==> src/rtl/exu_br_resolve_ctl_pkg.sv <==
// Shared branch-resolution types: the predictor packet coming from the ALU,
// the update record queued towards the IFU, and the redirect FSM encodings.
package veer_types;

  typedef struct packed {
    logic        misp;
    logic        ataken;
    logic        boffset;
    logic        pc4;
    logic [1:0]  hist;
    logic [11:0] toffset;
    logic        valid;
    logic        br_error;
    logic        br_start_error;
    logic        way;
  } predict_pkt_t;

  typedef struct packed {
    logic [31:1] pc;
    logic [1:0]  hist;
    logic        misp;
    logic        ataken;
  } br_upd_pkt_t;

  localparam logic ST_IDLE   = 1'b0;
  localparam logic ST_SHADOW = 1'b1;

  typedef enum logic {
    IDLE   = ST_IDLE,
    SHADOW = ST_SHADOW
  } br_state_e;

endpackage

==> src/rtl/exu_br_resolve_ctl_upd_fifo.sv <==
// Synchronous valid/ready FIFO of predictor update records. Pointers carry one
// extra wrap bit so full and empty are told apart without a separate counter.
// A push into a full FIFO without a same-cycle pop is discarded and flagged.
module exu_br_upd_fifo
  import veer_types::*;
#(
  parameter int DEPTH = 4
) (
  input  logic        clk,
  input  logic        rst_l,
  input  logic        push,
  input  br_upd_pkt_t push_data,
  input  logic        pop_ready,
  output logic        head_valid,
  output br_upd_pkt_t head_data,
  output logic        drop
);

  localparam int AW = $clog2(DEPTH);

  logic [AW:0] wr_ptr;
  logic [AW:0] rd_ptr;
  br_upd_pkt_t mem [DEPTH];
  logic        empty;
  logic        full;
  logic        pop;
  logic        wr_en;

  assign empty      = (wr_ptr == rd_ptr);
  assign full       = (wr_ptr[AW] != rd_ptr[AW]) && (wr_ptr[AW-1:0] == rd_ptr[AW-1:0]);
  assign pop        = ~empty & pop_ready;
  assign wr_en      = push & (~full | pop);
  assign head_valid = ~empty;
  assign head_data  = mem[rd_ptr[AW-1:0]];

  // Pointer advance and drop pulse; reset empties the queue.
  always_ff @(posedge clk) begin
    if (!rst_l) begin
      wr_ptr <= '0;
      rd_ptr <= '0;
      drop   <= 1'b0;
    end else begin
      if (wr_en) wr_ptr <= wr_ptr + 1'b1;
      if (pop)   rd_ptr <= rd_ptr + 1'b1;
      drop <= push & full & ~pop;
    end
  end

  // Entry storage; contents are only meaningful behind the pointers.
  always_ff @(posedge clk) begin
    if (wr_en) mem[wr_ptr[AW-1:0]] <= push_data;
  end

endmodule

==> src/rtl/exu_br_resolve_ctl.sv <==
// Branch resolution: arbitrates ALU (upper) and commit (lower) flushes into a
// single registered front-end redirect, suppresses younger upper flushes for a
// short shadow after each redirect, and queues predictor updates to the IFU.
// Optional performance counters are built when EXU_BR_PERF_EN is defined.
module exu_br_resolve_ctl
  import veer_types::*;
#(
  parameter int DEPTH      = 4,
  parameter int SHADOW_CYC = 2,
  parameter int CNT_W      = 16
) (
  input  logic             clk,
  input  logic             rst_l,
  input  logic             freeze,
  input  logic             alu_valid_ff,
  input  logic             flush_upper,
  input  logic [31:1]      flush_path,
  input  logic [31:1]      pc_ff,
  input  predict_pkt_t     predict_p_ff,
  input  logic             flush_lower,
  input  logic [31:1]      flush_lower_path,
  output logic             exu_flush_final,
  output logic [31:1]      exu_flush_path_final,
  output logic             upd_valid,
  input  logic             upd_ready,
  output logic [31:1]      upd_pc,
  output logic [1:0]       upd_hist,
  output logic             upd_misp,
  output logic             upd_taken,
  output logic             upd_drop,
  output logic [CNT_W-1:0] perf_br_cnt,
  output logic [CNT_W-1:0] perf_misp_cnt
);

  localparam int SH_W = $clog2(SHADOW_CYC + 1);

  br_state_e   state;
  br_state_e   state_nxt;
  logic [SH_W-1:0] sh_cnt;
  logic [SH_W-1:0] sh_cnt_nxt;
  logic        lower_fire;
  logic        upper_fire;
  logic        fire;
  logic        push;
  logic        flush_p1;
  logic [31:1] flush_path_p1;
  br_upd_pkt_t upd_pkt;
  br_upd_pkt_t head_pkt;
  logic        pkt_unused;

  // Lower (older) flush always wins; upper only when idle and not frozen.
  assign lower_fire = flush_lower;
  assign upper_fire = flush_upper & alu_valid_ff & ~freeze & (state == IDLE) & ~flush_lower;
  assign fire       = lower_fire | upper_fire;

  assign push = alu_valid_ff & predict_p_ff.valid & ~freeze & ~flush_lower
              & ((state == IDLE) | upper_fire);

  assign upd_pkt.pc     = pc_ff;
  assign upd_pkt.hist   = predict_p_ff.hist;
  assign upd_pkt.misp   = predict_p_ff.misp;
  assign upd_pkt.ataken = predict_p_ff.ataken;

  assign pkt_unused = ^{predict_p_ff.boffset, predict_p_ff.pc4, predict_p_ff.toffset,
                        predict_p_ff.br_error, predict_p_ff.br_start_error, predict_p_ff.way};

  // Redirect FSM state register.
  always_ff @(posedge clk) begin
    if (!rst_l) begin
      state  <= IDLE;
      sh_cnt <= '0;
    end else begin
      state  <= state_nxt;
      sh_cnt <= sh_cnt_nxt;
    end
  end

  // Next state: any fire (re)opens the shadow; it drains on unfrozen cycles.
  always_comb begin
    state_nxt  = state;
    sh_cnt_nxt = sh_cnt;
    if (fire) begin
      state_nxt  = SHADOW;
      sh_cnt_nxt = SH_W'(SHADOW_CYC);
    end else if ((state == SHADOW) && !freeze) begin
      sh_cnt_nxt = sh_cnt - 1'b1;
      if (sh_cnt == SH_W'(1)) state_nxt = IDLE;
    end
  end

  // Stage p0 -> p1: registered redirect; path holds when nothing fires.
  always_ff @(posedge clk) begin
    if (!rst_l) begin
      flush_p1      <= 1'b0;
      flush_path_p1 <= '0;
    end else begin
      flush_p1 <= fire;
      if (fire) flush_path_p1 <= lower_fire ? flush_lower_path : flush_path;
    end
  end

  assign exu_flush_final      = flush_p1;
  assign exu_flush_path_final = flush_path_p1;

  exu_br_upd_fifo #(
    .DEPTH (DEPTH)
  ) u_upd_fifo (
    .clk        (clk),
    .rst_l      (rst_l),
    .push       (push),
    .push_data  (upd_pkt),
    .pop_ready  (upd_ready),
    .head_valid (upd_valid),
    .head_data  (head_pkt),
    .drop       (upd_drop)
  );

  assign upd_pc    = head_pkt.pc;
  assign upd_hist  = head_pkt.hist;
  assign upd_misp  = head_pkt.misp;
  assign upd_taken = head_pkt.ataken;

`ifdef EXU_BR_PERF_EN
  logic [CNT_W-1:0] br_cnt_p1;
  logic [CNT_W-1:0] misp_cnt_p1;

  function automatic logic [CNT_W-1:0] sat_inc(input logic [CNT_W-1:0] v);
    return (&v) ? v : v + 1'b1;
  endfunction

  // Counts every branch offered for update, and the mispredicted subset.
  always_ff @(posedge clk) begin
    if (!rst_l) begin
      br_cnt_p1   <= '0;
      misp_cnt_p1 <= '0;
    end else if (push) begin
      br_cnt_p1 <= sat_inc(br_cnt_p1);
      if (predict_p_ff.misp) misp_cnt_p1 <= sat_inc(misp_cnt_p1);
    end
  end

  assign perf_br_cnt   = br_cnt_p1;
  assign perf_misp_cnt = misp_cnt_p1;
`else
  assign perf_br_cnt   = '0;
  assign perf_misp_cnt = '0;
`endif

endmodule
==> config.mk <==
export PLATFORM = sky130hd
export DESIGN_NAME = exu_br_resolve_ctl
export DESIGN_NICKNAME = d
export VERILOG_FILES = /design/src/rtl/exu_br_resolve_ctl_pkg.sv /design/src/rtl/exu_br_resolve_ctl_upd_fifo.sv /design/src/rtl/exu_br_resolve_ctl.sv
export SDC_FILE = /design/constraint.sdc
export NUM_CORES = 1
export LEC_CHECK = 0
export ABC_AREA = 1
export ABC_CLOCK_PERIOD_IN_PS = 4500
export CORE_ASPECT_RATIO = 0.7
export CORE_MARGIN = 2
export CORE_UTILIZATION = 45
export DETAILED_ROUTE_END_ITERATION = 10
export PLACE_DENSITY = 0.77
export SLEW_MARGIN = 20
export SYNTH_ARGS = -nofsm -noshare
export SYNTH_HDL_FRONTEND = slang
export SYNTH_SLANG_ARGS = --single-unit
==> constraint.sdc <==
create_clock -name clk -period 4.5 [get_ports clk]
set_clock_uncertainty 0.15 [all_clocks]
set_input_delay 0.9 -clock clk [delete_from_list [all_inputs] [get_ports clk]]
set_output_delay 0.9 -clock clk [all_outputs]
set_load 0.05 [all_outputs]
==> flow_metrics.py, run 1 <==
metrics = {
    "detailed_routing": {
        "vias": 5146,
        "drc": 0,
        "wl_per_cell_um": 16.3,
        "ant_nets": 0,
        "drtPass1Iterations": 4,
        "dr.first_iter.drc_count": 350,
        "drt-total-wl_um": 16400,
        "vias_per_cell": 5.10,
    },
    "timing": {
        "period_needed_ns": 3.70,
        "setup_tns_ns": 0,
        "setup_viol": 0,
        "slew_headroom_pct": 55.2,
        "worstMarginPinSlew_ns": 0.672,
        "holdWs_ns": 0.327,
        "rsz0062_at_grt": "no",
        "slew_viol_final": 0,
        "max_freq_ghz": 0.270,
        "period_share_pct": 82.2,
        "hold_violations": 0,
    },
    "logic_synthesis": {
        "syn-cell-area_um2": 7410,
        "synth_area_leaders": "edfxtp_1 (57%), dfxtp_1 (12%), o21ai_0 (4.9%), mux2i_1 (4.2%), nor2_1 (3.9%)",
        "ys_seq_area_share_pct": 68.6,
        "ys_ff_latch": 184,
        "synth_top_cell_area_share_pct": 56.7,
        "syn-instance-count": 604,
        "synth_warnings": 0,
        "yosys.cell_types.count": 27,
        "synth_top_area_cell": "edfxtp_1",
        "avgSynthCellArea_um2": 12.3,
    },
    "global_routing": {
        "use_met3_pct": 6.34,
        "grt_antenna_before_repair": 0,
        "grt_max_degree": 71,
        "grt_pass1_vias": 5112,
        "use_met2_pct": 34.2,
        "grt_pass1_wl_um": 25400,
        "overflow": 0,
        "top_usage_layer": "met2",
        "grt_util_all_layers_pct": 19.1,
        "grtUsageMet1_pct": 20.9,
    },
    "placed_design": {
        "gp_congestion": 0.807,
        "dp_hpwl_um": 10600,
        "dpl_cell_area_um2": 9270,
        "port_buffers": 173,
    },
    "pwr": {
        "p_leak_nw": 3.51,
        "powerDensity_nw_per_um2": 432,
        "ir_drop_mv": 0.249,
        "p_sw_share_pct": 30.6,
        "switchingPower_mw": 1.30,
        "p_total_mw": 4.25,
        "comb_power_share_pct": 22.3,
        "internal_power_mw": 2.95,
        "seqPwrFrac_pct": 44.2,
        "power_frac_clock_pct": 33.5,
    },
    "job": {
        "maxCapViolCount": 0,
    },
    "final_layout": {
        "diodes": 0,
        "fillers": 1249,
        "final_core_util_pct": 60.8,
        "regArea_um2": 5090,
        "stdcell_area_um2": 9840,
        "mostFrequentLayoutCells": "clkdlybuf4s50_1 (172), edfxtp_1 (140), nor2_1 (74)",
        "nets": 899,
        "final_common_cell": "clkdlybuf4s50_1",
        "syn2layout_area_growth_pct": 32.8,
        "drive_above_1_share_pct": 8.55,
        "multi_input_area_um2": 2000,
    },
    "clock_network": {
        "cts_tree": "yes",
        "clk-insertion-delay-late_ns": 0.43,
        "h-tree-depth": 4,
        "postCtsSetupRepairBufs": 0,
        "cts_buffers": 17,
        "cts-hold-fix-buffers": 0,
        "ctsResizeCount": 0,
        "cts.sinks": 184,
        "cts_buffer_depth": 2,
        "root_buffer": "clkbuf_16",
        "clkTransAtPathRegs_ns": 0.07,
    },
    "critical_path": {
        "path_delay_family": "buffers and inverters",
        "crit_cells": 4,
        "start_kind": "flop",
        "cpMaxStageDelayCell": "clkdlybuf4s50_1",
        "worstPathRequired_ns": 3.45,
        "path_cells": "buf_4 -> o21ai_0 -> o22ai_1 -> clkdlybuf4s50_1",
        "crit_fanout": 70,
        "cp_num_buf_inv": 2,
        "reg2reg_depth": 6,
        "worstPathArrival_ns": 2.65,
        "endpoint_kind": "primary output",
        "criticalPathCategory": "reg2out",
        "slowest_delay_ns": 0.85,
    },
    "floorplanning": {
        "die_width_um": 157,
        "pin_count": 223,
        "rows": 39,
        "core_um2": 16200,
        "die-area_um2": 17500,
        "die_h_um": 111,
        "start_util_pct": 45.8,
    },
    "hold_path": {
        "hp-class": "reg2reg",
        "worstHoldPathCells": 2,
    },
    "status": {
        "status": "finished, final reports clean",
    },
}
[Yosys cell counts (all sizes together)]
| master | n |
|---|---|
| a21oi | 4 |
| buf | 50 |
| clkbuf | 17 |
| conb | 1 |
| dfxtp | 44 |
| edfxtp | 140 |
| ha | 6 |
| inv | 20 |
| mux2i | 31 |
| nand2 | 25 |
| nand3 | 39 |
| nand3b | 1 |
| nor2 | 83 |
| nor3 | 1 |
| nor4 | 1 |
| o21ai | 103 |
| o22ai | 35 |
| xor2 | 3 |
[power by group through the flow]
stage	Sequential [mW]	Combinational, mW	Clock, mW
finish	1.88	0.948	1.43
global route	1.88	1.00	1.52
CTS	1.88	0.952	1.46
detailed placement	1.91	0.949	0
global placement	1.91	0.934	0
floorplan	1.99	0.553	0
[layout make-up]
cell class | instances | share of cell area [%]
inverters | 20 | 0.763
multi-input cells | 364 | 20.4
clock inverters | 14 | 1.46
flip-flops and latches | 184 | 51.7
clock buffers | 18 | 4.36
well taps | 225 | 2.86
repair buffers | 184 | 18.5
[flip-flops by register name (all words and copies together), names as in the netlist, named ones only]
signal / cells
state: 1
u_upd_fifo.mem: 140
u_upd_fifo.wr_ptr: 3
sh_cnt: 2
u_upd_fifo.drop: 1
exu_flush_path_final: 31
u_upd_fifo.rd_ptr: 3
exu_flush_final: 1
[cell families (layout without fill, tap and decap cells)]
family,Yosys count,in the layout,synth area share [%]
xor+xnor,3,3,0.354
compound gates,142,142,10.2
fa+ha+maj,6,6,1.01
mux,31,31,4.19
simple gates,150,150,9.28
flops,184,184,68.6
buf+inv,87,236,6.35
other cells,1,32,0.0506
[routing by layer]
layer  share of wire (%)  vias up
met5                   0        -
met4                 1.8        0
met3                 9.0       26
met2                  51      201
met1                  38     2474
li1                    -     2445
[path summary, 6_finish.rpt]
| path | from | to | slack, ns |
|---|---|---|---|
| hold / removal | exu_flush_path_final[10]$_SDFFE_PN0P_ | exu_flush_path_final[10]$_SDFFE_PN0P_ | 0.33 |
| setup reg to reg | state$_SDFFE_PN0P_ | u_upd_fifo.mem[0][23]$_DFFE_PP_ | 2.31 |
| setup / recovery | flop | upd_taken | 0.80 |
| hold reg to reg | exu_flush_path_final[10]$_SDFFE_PN0P_ | exu_flush_path_final[10]$_SDFFE_PN0P_ | 0.33 |
[metrics by stage]
stage          worst slack, ns  cells
5_1_grt                  0.645   1009
3_3_place_gp              1.26    977
6_report                 0.799   1009
4_1_cts                  0.767   1009
2_1_floorplan             1.05    635
3_5_place_dp              1.23    977
[worst register-to-register path: stages, from the launching register on]
cell and delay [ns]:
dfxtp_1 0.34, nor2_2 0.13, nand3_1 0.11, nor2_2 0.23
nand2_4 0.15, nor2_4 0.42, buf_4 0.34
(Power assumes the default switching activity.)
==> run 2, diff against run 1 <==
--- a/config.mk
+++ b/config.mk
@@ -6,7 +6,7 @@
 export NUM_CORES = 1
 export LEC_CHECK = 0
 export ABC_AREA = 1
-export ABC_CLOCK_PERIOD_IN_PS = 4500
+export ABC_CLOCK_PERIOD_IN_PS = 3500
 export CORE_ASPECT_RATIO = 0.7
 export CORE_MARGIN = 2
 export CORE_UTILIZATION = 45
==> constraint.sdc (replaced) <==
create_clock -name clk -period 3.5 [get_ports clk]
set_clock_uncertainty 0.15 [all_clocks]
set_input_delay 0.7 -clock clk [delete_from_list [all_inputs] [get_ports clk]]
set_output_delay 0.7 -clock clk [all_outputs]
set_load 0.05 [all_outputs]
==> run 2 against run 1 <==
Effect of this change: sequential share of layout area up 0.36 points; sequential power up 28%; worst setup slack worse by 0.23 ns.
==> flow_metrics.py, run 2 (same netlist as run 1, synthesis figures left out) <==
metrics = {
    "critical_path": {
        "endpoint_kind": "primary output",
        "criticalPathCategory": "reg2out",
        "path_cells": "buf_4 -> o21ai_0 -> o22ai_1 -> buf_4",
        "crit_fanout": 70,
        "path_delay_family": "buffers and inverters",
        "reg2reg_setup_slack_ns": 1.68,
        "slowest_delay_ns": 0.55,
        "cp_num_buf_inv": 2,
        "worstPathArrival_ns": 2.08,
        "start_kind": "flop",
        "cpMostUsedCell": "buf_4",
        "cpMaxStageDelayCell": "buf_4",
        "worstPathRequired_ns": 2.65,
    },
    "hold_path": {
        "hp-class": "reg2reg",
    },
    "detailed_routing": {
        "ant_nets": 0,
        "vias_per_cell": 5.06,
        "drc": 0,
        "drt-total-wl_um": 16600,
        "drtPass1Iterations": 6,
        "dr.first_iter.drc_count": 453,
        "vias": 5112,
        "wl_per_cell_um": 16.4,
    },
    "pwr": {
        "p_total_mw": 5.36,
        "p_sw_share_pct": 30.2,
        "powerDensity_nw_per_um2": 549,
        "p_leak_nw": 3.54,
        "comb_power_share_pct": 22.3,
        "internal_power_mw": 3.74,
        "power_frac_clock_pct": 32.7,
        "seqPwrFrac_pct": 45.0,
        "ir_drop_mv": 0.318,
        "switchingPower_mw": 1.62,
    },
    "placed_design": {
        "post-place-cells": 979,
        "dp_hpwl_um": 10800,
        "dp_slack_ns": 0.831,
        "dpl_cell_area_um2": 9230,
        "port_buffers": 173,
        "gp_congestion": 0.792,
    },
    "final_layout": {
        "final_core_util_pct": 60.3,
        "mostFrequentLayoutCells": "edfxtp_1 (140), clkdlybuf4s50_1 (137), nor2_1 (74)",
        "drive_above_1_share_pct": 12.5,
        "nets": 901,
        "fin_cells": 1011,
        "syn2layout_area_growth_pct": 31.8,
        "final_common_cell": "edfxtp_1",
        "stdcell_area_um2": 9770,
        "largest_register_ffs": 140,
        "diodes": 0,
    },
    "floorplanning": {
        "start_util_pct": 45.8,
        "die-area_um2": 17500,
        "rows": 39,
        "core_um2": 16200,
        "pin_count": 223,
        "die_width_um": 157,
        "die_h_um": 111,
    },
    "timing": {
        "fin_ws_ns": 0.571,
        "rsz0062_at_grt": "no",
        "slew_headroom_pct": 55.2,
        "period_share_pct": 83.7,
        "worstMarginPinSlew_ns": 0.672,
        "slew_viol_final": 0,
        "period_needed_ns": 2.93,
        "max_freq_ghz": 0.341,
        "hold_violations": 0,
        "setup_tns_ns": 0,
        "holdWs_ns": 0.326,
        "setup_viol": 0,
    },
    "clock_network": {
        "cts.sinks": 184,
        "cts_buffer_depth": 2,
        "postCtsSetupRepairBufs": 0,
        "clk-insertion-delay-late_ns": 0.42,
        "root_buffer": "clkbuf_16",
        "cts_buffers": 17,
        "clkTransAtPathRegs_ns": 0.06,
        "cts-hold-fix-buffers": 0,
        "ctsResizeCount": 0,
        "cts_tree": "yes",
        "h-tree-depth": 4,
    },
    "global_routing": {
        "grt_pass1_wl_um": 25700,
        "grt_pass1_vias": 5120,
        "grt_max_degree": 71,
        "grt_antenna_before_repair": 0,
        "grt_util_all_layers_pct": 19.3,
        "overflow": 0,
    },
    "status": {
        "status": "finished, final reports clean",
    },
    "job": {
        "maxCapViolCount": 0,
    },
}
==> run 2: cell count changes in the layout (fill, tap and decap cells not counted), moves of 2 or more <==
cell             change
buf_12               +3
buf_4               +34
clkinvlp_4           -2
clkdlybuf4s50_1     -35
clkinv_1             +4
clkbuf_1             +2
==> run 2: power groups by stage <==
stage	Sequential, mW	Clock (mW)	Combinational (mW)
after floorplan	2.55	0	0.711
after CTS	2.41	1.79	1.20
final	2.41	1.76	1.19
after detailed placement	2.46	0	1.20
after global routing	2.42	1.87	1.27
after global placement	2.46	0	1.18
==> run 2: routing by layer <==
metal	wire (um)	GRT usage [%]	up-vias
met3	1270	6.27	27
met5	0	0	-
met1	6760	22.9	2450
met2	8190	32.2	186
met4	358	8.30	0
li1	-	-	2449
==> run 2: worst register-to-register path: stages (launching register included) <==
cell and delay [ns]:
dfxtp_1 0.34, nor2_2 0.13, nand3_1 0.11, nor2_2 0.22, nand2_4 0.16, nor2_4 0.13
buf_12 0.25
==> run 2: layout make-up <==
type,instances,area [um2]
clock buffers,20,437
multi-input cells,364,2000
clock inverters,12,103
flip-flops and latches,184,5090
well taps,225,282
inverters,20,75.1
fillers,1255,6430
repair buffers,186,1790
==> run 2: worst paths after layout <==
| path | start | to | cells past startpoint |
|---|---|---|---|
| hold reg to reg | exu_flush_path_final[31]$_SDFFE_PN0P_ | exu_flush_path_final[31]$_SDFFE_PN0P_ | 2 |
| hold / removal | exu_flush_path_final[31]$_SDFFE_PN0P_ | exu_flush_path_final[31]$_SDFFE_PN0P_ | 2 |
| setup / recovery | flop | upd_taken | 4 |
| setup reg to reg | state$_SDFFE_PN0P_ | u_upd_fifo.mem[2][17]$_DFFE_PP_ | 6 |
